[src/rtl/bram_req_adapter.sv]
// bram_req_adapter
//   Turns a valid/ready request stream (reads and writes) into single-port
//   block RAM strobes and returns read data through a small response FIFO.
//   The RAM read port is registered (data one cycle after RAM_RE), so a read
//   takes one cycle "in flight" before it lands in the FIFO. Requests are
//   only accepted while a FIFO slot is guaranteed for every outstanding read,
//   so the FIFO can never overflow and REQ_READY depends only on state.
//
// Ports
//   CLK, RST_N                 clock, asynchronous active-low reset
//   REQ_VALID/REQ_READY        request handshake
//   REQ_WE, REQ_ADDR, REQ_DATA request: 1 = write, address, write data
//   RESP_VALID/RESP_READY      read-response handshake
//   RESP_DATA                  read data (FIFO head, 0 while empty)
//   RAM_ADDR, RAM_DI           RAM address / write data (pass-through)
//   RAM_WE, RAM_RE             RAM write / read strobes
//   RAM_DO                     RAM read data, valid one cycle after RAM_RE
//   STAT_READS, STAT_WRITES    fired read / write counters, present only
//                              when BRAM_REQ_ADAPTER_STATS_EN is defined
//
// Configuration macro: BRAM_REQ_ADAPTER_STATS_EN

module bram_req_adapter #(
  parameter int ADDR_WIDTH = 1,
  parameter int DATA_WIDTH = 1,
  parameter int RESP_DEPTH = 4
) (
  input  logic                  CLK,
  input  logic                  RST_N,
  input  logic                  REQ_VALID,
  output logic                  REQ_READY,
  input  logic                  REQ_WE,
  input  logic [ADDR_WIDTH-1:0] REQ_ADDR,
  input  logic [DATA_WIDTH-1:0] REQ_DATA,
  output logic                  RESP_VALID,
  input  logic                  RESP_READY,
  output logic [DATA_WIDTH-1:0] RESP_DATA,
  output logic [ADDR_WIDTH-1:0] RAM_ADDR,
  output logic [DATA_WIDTH-1:0] RAM_DI,
  output logic                  RAM_WE,
  output logic                  RAM_RE,
  input  logic [DATA_WIDTH-1:0] RAM_DO
`ifdef BRAM_REQ_ADAPTER_STATS_EN
  ,
  output logic [31:0]           STAT_READS,
  output logic [31:0]           STAT_WRITES
`endif
);

  localparam int PW = $clog2(RESP_DEPTH);
  localparam int CW = PW + 1;
  localparam int UW = CW + 1;
  localparam logic [UW-1:0] DEPTH_C = UW'(RESP_DEPTH);

  logic [DATA_WIDTH-1:0] mem [RESP_DEPTH];
  logic [PW-1:0]         wptr, rptr;
  logic [CW-1:0]         count;
  logic                  inflight;
  logic                  fire, push, pop;
  logic [UW-1:0]         used;

  // Credits: every buffered response plus the read currently in the RAM.
  assign used      = {1'b0, count} + {{CW{1'b0}}, inflight};
  // Gating with RST_N holds ready low throughout reset and lets it rise
  // in the first cycle after release.
  assign REQ_READY = RST_N & (used < DEPTH_C);
  assign fire      = REQ_VALID & REQ_READY;

  assign RAM_ADDR  = REQ_ADDR;
  assign RAM_DI    = REQ_DATA;
  assign RAM_WE    = fire & REQ_WE;
  assign RAM_RE    = fire & ~REQ_WE;

  assign push       = inflight;
  assign RESP_VALID = (count != '0);
  assign pop        = RESP_VALID & RESP_READY;
  assign RESP_DATA  = RESP_VALID ? mem[rptr] : '0;

  always_ff @(posedge CLK or negedge RST_N) begin
    if (!RST_N) begin
      inflight <= 1'b0;
      wptr     <= '0;
      rptr     <= '0;
      count    <= '0;
    end else begin
      inflight <= RAM_RE;
      if (push) wptr <= wptr + 1'b1;
      if (pop)  rptr <= rptr + 1'b1;
      case ({push, pop})
        2'b10:   count <= count + 1'b1;
        2'b01:   count <= count - 1'b1;
        default: count <= count;
      endcase
    end
  end

  // Storage is reset-free; RESP_DATA is masked while empty instead.
  always_ff @(posedge CLK) begin
    if (push) mem[wptr] <= RAM_DO;
  end

`ifdef BRAM_REQ_ADAPTER_STATS_EN
  always_ff @(posedge CLK or negedge RST_N) begin
    if (!RST_N) begin
      STAT_READS  <= '0;
      STAT_WRITES <= '0;
    end else begin
      if (RAM_RE) STAT_READS  <= STAT_READS + 32'd1;
      if (RAM_WE) STAT_WRITES <= STAT_WRITES + 32'd1;
    end
  end
`endif

endmodule

[config.mk]
export PLATFORM = sky130hd
export DESIGN_NAME = bram_req_adapter
export DESIGN_NICKNAME = d
export VERILOG_FILES = /design/src/rtl/bram_req_adapter.sv
export SDC_FILE = /design/constraint.sdc
export NUM_CORES = 1
export LEC_CHECK = 0
export BUFFER_PORTS_ARGS = -buffer_cell sky130_fd_sc_hd__buf_2
export CORE_AREA = 2 2 40 42
export CTS_BUF_LIST = sky130_fd_sc_hd__clkbuf_8
export DETAILED_ROUTE_END_ITERATION = 16
export DIE_AREA = 0 0 42 44
export PLACE_DENSITY = 0.81
export SLEW_MARGIN = 20
export SYNTH_ARGS = -nofsm -noshare
export SYNTH_HDL_FRONTEND = slang
export SYNTH_SLANG_ARGS = --single-unit
[constraint.sdc]
create_clock -name CLK -period 1.58 [get_ports CLK]
set_input_delay 0.316 -clock CLK [delete_from_list [all_inputs] [get_ports CLK]]
set_output_delay 0.316 -clock CLK [all_outputs]
set_load 0.02 [all_outputs]
==> impl_results.md, run 1 <==
- Outcome: finished, violations left
- Failing checks: setup timing
- Placed Area: 732.0 sq um
- Fmax: 581.5 MHz
- Crit path DAT: 1400 ps
- GRT overflow: 0
- Pins Over Slew Limit: 0
- Pwr dens: around 1700 nW/um^2
- Async SR Flop Fraction: 66.67%
- Core area: 1419 sq um
- Mapped Area: around 630 sq um
- Largest net degree at the start of global routing: 9
- Max IR drop VDD: 0.0009285 V
- Die W: 42 um
- Drt initial violations: 9
- DRC errors left: 0
- Most common cell after layout, fill and taps aside: dfrtp_1
- Final antenna-violating net count: 0
- Top cell type's share of synthesized area: 31.62%
- Final wirelength: 993 um
- Final Net Count: 88
- CTS HTree Levels: 1
- Final setup skew: 4.997 ps
- Final TNS setup: -587.0 ps
- CTS root buf: clkbuf_8
- DP HPWL: 706 um
- Syn Nets: 64
- Total power: 1.518 mW
- Synth area leader: dfrtp_1
- Num ports: 15
- Final hold violation count: 0
- Top FF cell, synth: dfrtp_1
- Multi-input logic area: 280.3 sq um
- DR WL/cell: around 11 um
- Setup Slack @ Placement: -61.63 ps
- Worst-Skew Late Latency: 230 ps
- Worst Path Max Fanout: 3
- Setup violators final: 6
- Longest Clk Path Bufs: 2
- Worst slew margin: just over 80%
- # rows: 14
- Synth area leaders: dfrtp_1 32%, edfxtp_1 19%, ha_1 9.9%
- Initial antenna violation count: 0
- Cell family with most CP delay: simple AND/OR/NAND/NOR gates
- Startpoint Class: flop
- Post-synth EDFFs: 4
- CP Cell Sequence: buf_6 -> or3_1 -> and2_4 -> buf_6
- # Max-Cap Violations: 0
- Vias: 423
- Final core utilization: 61.20%
- CTS tree: yes
- Post-Layout Cell Count: 89
- Share of layout cells above drive strength 1: 42.47%
- Ant diodes: 0
- Register area: 320.3 sq um
- #FFs+latches synth: 12
- Final Critical Period: 1720 ps
- Worst hold slack: 299.0 ps
- Die footprint: 1848 sq um
- Fill cell count: 119
- RSZ-0062 raised after global routing: true
- Synthesized instance count: 50
- Measured slew at the worst slew-check pin: 263.7 ps
- DR pass1 iterations: 4
- Required @ worst endpoint: 1260 ps
- Worst min-delay path category: in2reg
- Vias per cell: 4.753
- Initial Util: 44.62%
- Synth warnings: 0
- Static Leakage: 0.4180 nW
- Gpl congestion: 0.8365
- Fin area: 868.3 sq um
- Critical path's slowest cell: dfrtp_1
- CP peak stage delay: roughly 380 ps
- Worst Path Buf+Inv: 2
- Vias in the first global route: 427
- Most frequent cells in the layout: 8 x dfrtp_1, 7 x inv_1, 7 x buf_2, 7 x buf_6, 7 x buf_4
- Post-synthesis sequential area ratio: 50.59%
- First-pass GRT wire length: 1690 um
- Clk pin slew, worst setup/hold paths: approximately 50 ps
- CP endpoint kind: primary output
- Die Y: around 44 um
- CTS Buf Count: 3
- Final WS setup: -139.8 ps
- IO buf count: 10
- Area growth, synth to finish: 37.15%
- Syn Area/Cell: 12.66 sq um
- Gr usage total: 12.67%
- Period utilization: 108.8%
- Placed cell count: 80
- Clock tree sinks: 12
- Yosys cell types: 20
- Worst setup path class: reg2out
- Most used cell, CP: buf_6
-- path summary, 6_finish.rpt --
kind | endpoint | start | cells after the start | slack (ps)
max in group asynchronous | rptr[1] | RST_N | 3 | 920
worst min-delay path | mem[3] | RAM_DO | 1 | 300
worst max register to register | count[2] | count[0] | 8 | -100
min in group asynchronous | wptr[0] | RST_N | 3 | 540
worst min register to register | rptr[1] | rptr[1] | 1 | 490
worst max-delay path | RESP_DATA | count[2] | 4 | -140
-- area by class of cell --
cell class	instances	area share, %
well taps	16	2.305
multi-input cells	28	32.28
flip-flops and latches	12	36.89
repair buffers	22	20.32
inverters	7	3.026
clock buffers	3	4.755
clock inverters	1	0.4323
-- worst register-to-register path, stage by stage (launching register included) --
cell	delay [ps]
dfrtp_1	380
buf_6	110
o31a_1	160
ha_2	200
inv_2	40
fa_2	320
xor2_1	140
nor2_1	100
xor2_1	140
-- logic make-up (layout without fill, tap and decap cells) --
group	Yosys count	after routing	share of synthesized area (%)
compound gates	3	3	4.544
fa+ha+maj	6	6	13.04
simple gates	11	11	10.08
mux	2	2	5.138
buf+inv	10	33	8.300
xor+xnor	6	6	8.300
flops	12	12	50.59
-- sequential cells by signal, indices dropped and copies added, names as in the netlist --
name,flops
count,3
inflight,1
mem,4
rptr,2
wptr,2
-- report_power, final --
group          switching (mW)  internal, mW  leakage, nW
Sequential             0.0828         0.427        0.132
Combinational           0.326         0.414        0.259
Clock                  0.0975         0.170       0.0269
Total                   0.506          1.01        0.418
-- Yosys cell counts (2+ instances only) --
cell / number
dfrtp_1: 8
inv_1: 7
and2_1: 5
ha_1: 5
edfxtp_1: 4
xor2_1: 4
buf_4: 2
nand2_1: 2
xnor2_1: 2
-- per-layer routing --
metal / routed length, um / track usage (%)
met1: 425 / 14.82
met2: 519 / 21.88
met3: 42 / 2.917
met4: 6 / 6.452
met5: 0 / 0
-- what timing repair did --
action | 4_1_cts | 5_1_grt
hold endpoints to repair | 8 | 0
setup buffers | 3 | 1
hold buffers | 1 | 0
pin swaps | 4 | 2
gates resized for setup | 10 | 5
endpoints found under the setup margin | 6 | 7
Note: power is estimated with default switching activity, not from simulation.
==> run 2, diff against run 1 <==
--- a/config.mk
+++ b/config.mk
@@ -6,11 +6,11 @@
 export NUM_CORES = 1
 export LEC_CHECK = 0
 export BUFFER_PORTS_ARGS = -buffer_cell sky130_fd_sc_hd__buf_2
-export CORE_AREA = 2 2 40 42
+export CORE_AREA = 2 2 45 47
 export CTS_BUF_LIST = sky130_fd_sc_hd__clkbuf_8
 export DETAILED_ROUTE_END_ITERATION = 16
-export DIE_AREA = 0 0 42 44
-export PLACE_DENSITY = 0.81
+export DIE_AREA = 0 0 47 49
+export PLACE_DENSITY = 0.66
 export SLEW_MARGIN = 20
 export SYNTH_ARGS = -nofsm -noshare
 export SYNTH_HDL_FRONTEND = slang
==> constraint.sdc (replaced) <==
create_clock -name CLK -period 1.8 [get_ports CLK]
set_input_delay 0.36 -clock CLK [delete_from_list [all_inputs] [get_ports CLK]]
set_output_delay 0.36 -clock CLK [all_outputs]
set_load 0.02 [all_outputs]
==> impl_results.md, run 2 (same netlist as run 1, synthesis figures left out) <==
- First-pass GRT wire length: 1504 um (was 1690 um)
- Initial Util: 34.37% (was 44.62%)
- CTS root buf: clkbuf_8 (unchanged)
- Most frequent cells in the layout: 8 x buf_4, 7 x inv_1, 7 x dfrtp_1, 7 x buf_2 (was 8 x dfrtp_1, 7 x inv_1, 7 x buf_2, 7 x buf_6, 7 x buf_4)
- Max IR drop VDD: 0.0006063 V (was 0.0009285 V)
- Setup Slack @ Placement: 23.83 ps (was -61.63 ps)
- Vias: 411 (was 423)
- DP HPWL: 761.3 um (was 706 um)
- Placed Area: 720.7 sq um (was 732.0 sq um)
- R2r setup slk: 160 ps (was -100 ps)
- Outcome: finished, violations left (unchanged)
- CP endpoint kind: primary output (unchanged)
- CTS tree: yes (unchanged)
- Final WS setup: -0.7424 ps (was -139.8 ps)
- Worst slew margin: 82.02% (was 82.42%)
- Static Leakage: 0.4021 nW (was 0.4180 nW)
- Final Net Count: 85 (was 88)
- Vias in the first global route: 374 (was 427)
- Final wirelength: 971 um (was 993 um)
- Drt initial violations: 0 (was 9)
- Pwr dens: 1557 nW/um^2 (was 1748 nW/um^2)
- # Max-Cap Violations: 0 (unchanged)
- Die footprint: 2303 sq um (was 1848 sq um)
- Ant diodes: 0 (unchanged)
- CP Cell Sequence: buf_6 -> a311oi_4 -> and3b_1 -> buf_6 (was buf_6 -> or3_1 -> and2_4 -> buf_6)
- Max reg flops: 4 (unchanged)
- DR WL/cell: 10.01 um (was 11.16 um)
- DR pass1 iterations: 1 (was 4)
- Startpoint Class: flop (unchanged)
- Final Critical Period: 1801 ps
- Setup violators final: 1 (was 6)
- Cell family with most CP delay: flip-flops (was simple AND/OR/NAND/NOR gates)
- Sw Share: 33.14% (was 33.36%)
- Crit path DAT: 1440 ps (was 1400 ps)
- Worst min-delay path category: in2async (was in2reg)
- Total power: 1.321 mW (was 1.518 mW)
- Area growth, synth to finish: 33.99% (was 37.15%)
- Sw Pwr: 437.7 uW (was 506.3 uW)
- Clk pwr share: 22.0% (was 17.6%)
- Worst-Skew Late Latency: 240 ps (was 230 ps)
- Worst setup path class: reg2out (unchanged)
- Required @ worst endpoint: 1440 ps (was 1260 ps)
- Regs by FF count: mem x4, count x3 (unchanged)
- Final hold violation count: 0 (unchanged)
- Final antenna-violating net count: 0 (unchanged)
- Most used cell, CP: buf_6 (unchanged)
- Sequential fraction of design power: 34.1% (was 33.6%)
- Top reg by flops: mem (unchanged)
- GRT overflow: 0 (unchanged)
- CP peak stage delay: 380 ps (about the same)
- Measured slew at the worst slew-check pin: 269.7 ps (was 263.7 ps)
- DRC errors left: 0 (unchanged)
- Worst Path Buf+Inv: 2 (unchanged)
- Share of layout cells above drive strength 1: 37.14% (was 42.47%)
- Worst Path Max Fanout: 3 (unchanged)
- Clock tree sinks: 12 (unchanged)
- IO buf count: 10 (unchanged)
- RSZ-0062 raised after global routing: true (unchanged)
- P_int: 882.8 uW (was 1.011 mW)
- CTS Buf Count: 3 (unchanged)
- Gpl congestion: 0.7222 (was 0.8365)
- Worst r2r dst: count[2] (unchanged)
- Num ports: 15 (unchanged)
- # rows: 16 (was 14)
- Largest net degree at the start of global routing: 10 (was 9)
- Period utilization: 100.0%
- Final TNS setup: -0.7424 ps (was -587.0 ps)
- Vias per cell: 4.237 (was 4.753)
- Fmax: 555.3 MHz
- Longest Clk Path Bufs: 2 (unchanged)
- Final setup skew: 1.976 ps (was 4.997 ps)
- Fill cell count: 180 (was 119)
- Fin area: 848.3 sq um (was 868.3 sq um)
- Gr usage total: 9.675% (was 12.67%)
- Core area: 1842 sq um (was 1419 sq um)
- Failing checks: setup timing (unchanged)
- CTS HTree Levels: 1 (unchanged)
- Final core utilization: 46.06% (was 61.20%)
- Critical R2R Launch: inflight (was count[0])
- Initial antenna violation count: 0 (unchanged)
- Logic gate share of total power: 43.9% (was 48.8%)
- Pins Over Slew Limit: 0 (unchanged)
- Die W: 47 um (was 42 um)
- Clk pin slew, worst setup/hold paths: 50 ps (about the same)
- FF-to-FF path depth: 7 (was 8)
- Die Y: 49 um (was 44 um)
- Critical path's slowest cell: dfrtp_1 (unchanged)
- Most common cell after layout, fill and taps aside: buf_4 (was dfrtp_1)
==> run 2: cell count changes in the layout (fill, tap and decap cells not counted), sizes merged <==
cell / delta
clkbuf: +1
inv: -1
buf: -2
dlygate4sd3: -1
==> run 2: stage by stage <==
step | instances | hold WS (ps)
3_3_place_gp | 88 | 289.4
4_1_cts | 95 | 30.92
5_1_grt | 97 | 40.64
3_5_place_dp | 88 | 288.6
6_report | 97 | 29.13
2_1_floorplan | 50 | 64.41
==> run 2: final cells by class <==
cell class                 instances  area, sq um  area share, %
clock buffer                       4        55.05          6.490
inverter                           7        26.28          3.097
timing repair buffer              19        140.1          16.52
multi-input combinational         28        271.5          32.01
sequential                        12        321.6          37.91
tap                               27        33.78          3.982
==> run 2: worst max path at each step <==
stage / start / end / slack, ps / cells after the start
CTS: count[0] / RAM_RE / -20 / 4
global route: count[1] / RAM_RE / -50 / 4
finish: count[1] / RAM_RE / -0.7 / 4
global placement: RESP_READY / count[2] / 50 / 8
floorplan: inflight / RAM_RE / 110 / 3
detailed placement: RESP_READY / count[2] / 20 / 8
==> run 2: power groups by stage <==
stage,clock (mW),sequential (mW),combinational [mW]
2_1_floorplan,0,0.454,0.318
3_3_place_gp,0,0.449,0.456
3_5_place_dp,0,0.453,0.471
4_1_cts,0.301,0.448,0.542
5_1_grt,0.315,0.461,0.645
6_report,0.291,0.450,0.580
==> run 2: timing repair <==
item                       4_1_cts  5_1_grt
resized for setup                4        5
gates cloned                     0        0
setup buffers                    3        2
hold endpoints to repair         0        0
setup endpoints to repair        2        4
hold buffers                     0        0
pin swaps                        2        3
==> run 2: metal layers <==
metal	GRT usage [%]	vias up	share of wire (%)
li1	-	205	-
met1	11.50	193	44
met2	13.93	11	49
met3	1.111	2	5.5
met4	9.722	0	2.1
met5	0	-	0
